## config.mk

```make
export PLATFORM = sky130hd
export DESIGN_NAME = lcd_read_fsm
export DESIGN_NICKNAME = d
export VERILOG_FILES = /design/src/rtl/lcd_pkg.sv /design/src/rtl/lcd_phase_timer.sv /design/src/rtl/lcd_read_fsm.sv
export SDC_FILE = /design/constraint.sdc
export NUM_CORES = 1
export LEC_CHECK = 0
export ABC_AREA = 0
export CORE_UTILIZATION = 50
export CTS_BUF_LIST = sky130_fd_sc_hd__clkbuf_8 sky130_fd_sc_hd__clkbuf_16
export CTS_CLUSTER_SIZE = 10
export DETAILED_ROUTE_END_ITERATION = 8
export GPL_TIMING_DRIVEN = 0
export PLACE_DENSITY = 0.76
export RECOVER_POWER = 25
export REMOVE_ABC_BUFFERS = 1
export SYNTH_ARGS = -nofsm -noshare
export SYNTH_HDL_FRONTEND = slang
export SYNTH_SLANG_ARGS = --single-unit
```

## constraint.sdc

```tcl
create_clock -name sysclk -period 5.35 [get_ports sysclk]
set_input_delay 1.605 -clock sysclk [delete_from_list [all_inputs] [get_ports sysclk]]
set_output_delay 1.605 -clock sysclk [all_outputs]
set_load 0.005 [all_outputs]
```

## src/rtl/lcd_pkg.sv

```systemverilog
// Shared definitions for the HD44780-style LCD bus logic (reader and writer).
package lcd_pkg;

    // Reader state machine states
    typedef enum logic [2:0] {
        IDLE,
        SETUP,
        EN_HIGH,
        EN_LOW,
        DONE
    } lcd_rd_state_t;

    // RS encodings and the busy-flag bit position on the LCD data bus
    localparam logic RS_INSTR = 1'b0;
    localparam logic RS_DATA  = 1'b1;
    localparam int   BF_BIT   = 7;

    // Largest of three phase lengths, used to size the phase timer
    function automatic int max3(input int a, input int b, input int c);
        int m;
        m = (a > b) ? a : b;
        return (m > c) ? m : c;
    endfunction

endpackage

```

## src/rtl/lcd_phase_timer.sv

```systemverilog
// Loadable down-counter that times each FSM phase; zero marks the phase's last cycle.
module lcd_phase_timer #(
    parameter int WIDTH = 5
) (
    input  logic             sysclk,
    input  logic             reset,
    input  logic             load,
    input  logic [WIDTH-1:0] load_value,
    output logic             zero
);

    logic [WIDTH-1:0] count_reg;

    // Reload on phase entry, otherwise count down and park at zero
    always_ff @(posedge sysclk) begin
        if (reset) begin
            count_reg <= '0;
        end else if (load) begin
            count_reg <= load_value;
        end else if (count_reg != '0) begin
            count_reg <= count_reg - 1'b1;
        end
    end

    assign zero = (count_reg == '0);

endmodule

```

## src/rtl/lcd_read_fsm.sv

```systemverilog
// LCD bus reader: runs one RW=1 read cycle per request, with optional busy-flag polling.
module lcd_read_fsm
    import lcd_pkg::*;
#(
    parameter int SETUP_CYC   = 2,
    parameter int EN_HIGH_CYC = 12,
    parameter int EN_LOW_CYC  = 12,
    parameter int MAX_POLLS   = 255
) (
    input  logic       sysclk,
    input  logic       reset,
    input  logic       readReq,
    input  logic       readRS,
    input  logic       pollBusy,
    input  logic [7:0] lcdDataIn,
    output logic       RSout,
    output logic       RWout,
    output logic       enable,
    output logic       busOwn,
    output logic [7:0] readData,
    output logic       readValid,
    output logic       timeout
);

    localparam int         TW          = $clog2(max3(SETUP_CYC, EN_HIGH_CYC, EN_LOW_CYC)) + 1;
    localparam logic [7:0] MAX_POLLS_B = 8'(MAX_POLLS);

    lcd_rd_state_t state_reg, state_next;
    logic          rs_reg, rs_next;
    logic          poll_reg, poll_next;
    logic [7:0]    poll_cnt_reg, poll_cnt_next;
    logic [7:0]    read_data_reg, read_data_next;
    logic          timer_load;
    logic [TW-1:0] timer_value;
    logic          timer_zero;
    logic          own_next;

    logic          rs_out_reg, rw_reg, enable_reg, bus_own_reg, valid_reg, timeout_reg;

    lcd_phase_timer #(.WIDTH(TW)) u_timer (
        .sysclk     (sysclk),
        .reset      (reset),
        .load       (timer_load),
        .load_value (timer_value),
        .zero       (timer_zero)
    );

    // Next-state, latched request fields, sample capture and phase timer reloads
    always_comb begin
        state_next     = state_reg;
        rs_next        = rs_reg;
        poll_next      = poll_reg;
        poll_cnt_next  = poll_cnt_reg;
        read_data_next = read_data_reg;
        timer_load     = 1'b0;
        timer_value    = '0;
        case (state_reg)
            IDLE: begin
                if (readReq) begin
                    rs_next       = readRS;
                    // Polling only makes sense on a busy-flag read
                    poll_next     = pollBusy && (readRS == RS_INSTR);
                    poll_cnt_next = 8'd0;
                    state_next    = SETUP;
                    timer_load    = 1'b1;
                    timer_value   = TW'(SETUP_CYC - 1);
                end
            end
            SETUP: begin
                if (timer_zero) begin
                    state_next  = EN_HIGH;
                    timer_load  = 1'b1;
                    timer_value = TW'(EN_HIGH_CYC - 1);
                end
            end
            EN_HIGH: begin
                if (timer_zero) begin
                    read_data_next = lcdDataIn;
                    poll_cnt_next  = (poll_cnt_reg == 8'hFF) ? 8'hFF : poll_cnt_reg + 8'd1;
                    state_next     = EN_LOW;
                    timer_load     = 1'b1;
                    timer_value    = TW'(EN_LOW_CYC - 1);
                end
            end
            EN_LOW: begin
                if (timer_zero) begin
                    if (poll_reg && read_data_reg[BF_BIT] && (poll_cnt_reg < MAX_POLLS_B)) begin
                        state_next  = SETUP;
                        timer_load  = 1'b1;
                        timer_value = TW'(SETUP_CYC - 1);
                    end else begin
                        state_next = DONE;
                    end
                end
            end
            DONE: begin
                state_next = IDLE;
            end
            default: begin
                state_next = IDLE;
            end
        endcase
    end

    assign own_next = (state_next == SETUP) || (state_next == EN_HIGH) || (state_next == EN_LOW);

    // State register plus outputs registered from the next state so the LCD pins are glitch-free
    always_ff @(posedge sysclk) begin
        if (reset) begin
            state_reg     <= IDLE;
            rs_reg        <= 1'b0;
            poll_reg      <= 1'b0;
            poll_cnt_reg  <= 8'd0;
            read_data_reg <= 8'd0;
            rs_out_reg    <= 1'b0;
            rw_reg        <= 1'b0;
            enable_reg    <= 1'b0;
            bus_own_reg   <= 1'b0;
            valid_reg     <= 1'b0;
            timeout_reg   <= 1'b0;
        end else begin
            state_reg     <= state_next;
            rs_reg        <= rs_next;
            poll_reg      <= poll_next;
            poll_cnt_reg  <= poll_cnt_next;
            read_data_reg <= read_data_next;
            rs_out_reg    <= own_next ? rs_next : 1'b0;
            rw_reg        <= own_next;
            enable_reg    <= (state_next == EN_HIGH);
            bus_own_reg   <= own_next;
            valid_reg     <= (state_next == DONE);
            timeout_reg   <= (state_next == DONE) && poll_reg && read_data_reg[BF_BIT];
        end
    end

    assign RSout     = rs_out_reg;
    assign RWout     = rw_reg;
    assign enable    = enable_reg;
    assign busOwn    = bus_own_reg;
    assign readData  = read_data_reg;
    assign readValid = valid_reg;
    assign timeout   = timeout_reg;

endmodule

```

==> results_dict.tcl <==
set metrics [dict create \
    cap_viol_max_count 0 \
    gr-total-overflow 0 \
    footprint_of_the_flip_flops_and_latches_um2 621 \
    clock_tree.root_cell "clkbuf_8" \
    vias 1276 \
    post_cts_setup_buffers 0 \
    critical-path-top-cell-by-count "a21oi_1" \
    fin_area_um2 1800 \
    worstPathRequired_ns 5.46 \
    clkTransAtPathRegs_ns 0.06 \
    critical_path.max_stage_delay_ns 0.62 \
    grt_pass1_wl_um 5340 \
    final-setup-viol-count 0 \
    timing.critical_path.cells "clkdlybuf4s50_1, nor4b_1, a21oi_1, o21ai_0, a21oi_1" \
    grt.total_usage_pct 22.1 \
    antenna_found_initial 0 \
    die_y_um 56.4 \
    syn_avg_cell_area_um2 8.71 \
    outcome "complete, no violations" \
    worst_clock_skew_ns 0.00692 \
    n_fill_cell 243 \
    drt-vias-per-instance 5.67 \
    die_width_um 56.4 \
    detailed_place.area_um2 1710 \
    max_slew.worst_pin.slew_ns 1.01 \
    leading_cell_type_in_the_layout_fill_and_taps_excluded "dfxtp_1" \
    sum_of_negative_setup_slack_ns 0 \
    crit_slowest_cell "nor4b_1" \
    synth-seq-area-share_pct 41.9 \
    final_layout_size_suffix_gt1_share_pct 8.25 \
    detail_route.first_pass.iterations 4 \
    grt_start_max_net_pins 28 \
    synthesis.instances 170 \
    pnr_worst_setup_slack_ns 2.24 \
    grt_setup_unrepaired "no" \
    timing.critical_path.arrival_ns 3.23 \
    async_flop_share_pct 0 \
    io_pins 27 \
    worstPathBufferInverterCount 1 \
    power.static_leakage_nw 0.669 \
    row_count 19 \
    fin_nets 210 \
    power_density_relative_to_cell_area_nw_per_um2 419 \
    start_util_pct 53.2 \
    end_kind "register" \
    finalHoldViolations 0 \
    placement.io_buffers 26 \
    worst_setup_path_start_kind "input port" \
    synth.yosys.warnings 0 \
    fp.dieArea_um2 3180 \
    synth_cell_type_count 46 \
    detailedPlacementHpwl_um 2220 \
    multi_input_area_um2 776 \
    leading_cell_types_in_the_layout_fill_and_taps_excluded "31 x dfxtp_1, 26 x nand2_1, 20 x a21oi_1, 15 x clkdlybuf4s50_1, 12 x o21ai_0" \
    num_cts_buffers 5 \
    postRouteWirelength_um 3130 \
    worst_skew_pair.late_latency_ns 0.28 \
    detailedPlace.worstSlack_ns 1.93 \
    cts_sinks 31 \
    timing.final.max_slew_violations 0 \
    post_cts_hold_buffer_count 0 \
    antenna_cells_inserted 0 \
    syn_to_final_growth_pct 21.7 \
    cts.htree.levels 2 \
    count_of_flip_flops_with_a_built_in_enable_after_synthesis 0 \
    finalWorstPathRequiredPeriod_ns 3.11 \
    final_antenna_net_count 0 \
    tritoncts "built" \
    grt_pass1_vias 1219 \
    post_cts_resize_count 0 \
    drcViolationCount 0 \
    synth_seq_cells 31 \
    timing.fmax_ghz 0.321 \
    routedWlPerCell_um 13.9 \
    worstPathMaxFanout 4 \
    placeable_core_region_um2 2780 \
    criticalPathCategory "input port to register" \
    detail_route.iter0.violations 49 \
    global_placement_routability_congestion 0.892 \
    synthFlopType "dfxtp_1" \
    post-route-period-util_pct 58.2 \
    cts-root-to-sink-buffers 2 \
    slew-limit-headroom_pct 32.2 \
    holdCritPathClass "register to register" \
    critical-path-top-delay-family "simple AND/OR/NAND/NOR gates" \
    worst_ir_drop_vdd_v 0.000352 \
    synth_cell_area_um2 1480 \
]
power by group:
part | internal, mW | switching, mW
sequential | 0.264 | 0.0352
combinational | 0.127 | 0.147
clock | 0.101 | 0.0819
total | 0.492 | 0.264
cell usage after synthesis, drive strengths merged, types with 2 or more instances:
cell type / instances / area, um2
a21bo: 2 / 20.0
a21oi: 20 / 100
and2: 3 / 18.8
and4: 2 / 17.5
buf: 6 / 53.8
clkbuf: 3 / 11.3
dfxtp: 31 / 621
ha: 3 / 37.5
inv: 5 / 18.8
mux2i: 2 / 20.0
nand2: 26 / 97.6
nand3: 3 / 15.0
nand4: 2 / 12.5
nor2: 9 / 41.3
nor2b: 2 / 12.5
nor3: 9 / 55.1
nor3b: 2 / 20.0
nor4: 2 / 12.5
nor4b: 2 / 32.5
o2111ai: 2 / 17.5
o211ai: 3 / 22.5
o21ai: 12 / 60.1
o31a: 2 / 17.5
or4b: 2 / 23.8
xnor2: 2 / 17.5
logic make-up after synthesis:
group | share of synthesized area, %
AND/OR/NAND/NOR | 27.5
AO/OA/AOI/OAI | 18.5
flip-flops | 41.9
buffers and inverters | 5.66
XOR/XNOR | 1.78
multiplexers | 2.11
adder cells (fa/ha/maj) | 2.54
worst paths after layout:
kind | start | end | slack, ns | cells past startpoint
setup / recovery | readReq | poll_cnt_reg[5] | 2.24 | 5
hold / removal | poll_reg | poll_reg | 0.45 | 2
setup reg to reg | u_timer.count_reg[0] | enable | 3.34 | 6
hold reg to reg | poll_reg | poll_reg | 0.45 | 2
cell type report:
| class | count | area share, % |
|---|---|---|
| Timing Repair Buffer | 26 | 14.4 |
| Multi-Input combinational cell | 125 | 43.1 |
| Clock buffer | 6 | 4.58 |
| Inverter | 5 | 1.04 |
| Sequential cell | 31 | 34.4 |
| Clock inverter | 1 | 0.278 |
| Tap cell | 31 | 2.15 |
worst reg2reg max path: cells and delay by family, from the launching register on:
family / cells / cell delay, ns
AO/OA/AOI/OAI: 1 / 0.24
flip-flops: 1 / 0.33
buffers and inverters: 1 / 0.08
adder cells (fa/ha/maj): 1 / 0.18
AND/OR/NAND/NOR: 3 / 1.10
metal layers:
layer  track usage (%)  routed length [um]  up-vias
met5                 0                   0        -
met4              10.5                  58        0
met3              6.22                 123        5
met2              39.3                1580       35
met1              24.0                1370      583
li1                  -                   -      653
metrics by stage:
stage          power (mW)  hold slack [ns]  cells  util, %
4_1_cts             0.768            0.453    225     64.8
5_1_grt             0.804            0.483    225     64.8
6_report            0.756            0.453    225     64.8
3_3_place_gp        0.570            0.439    218     61.6
3_5_place_dp        0.582            0.444    218     61.6
2_1_floorplan       0.496            0.421    161        -
Note: power is estimated with default switching activity, not from simulation.
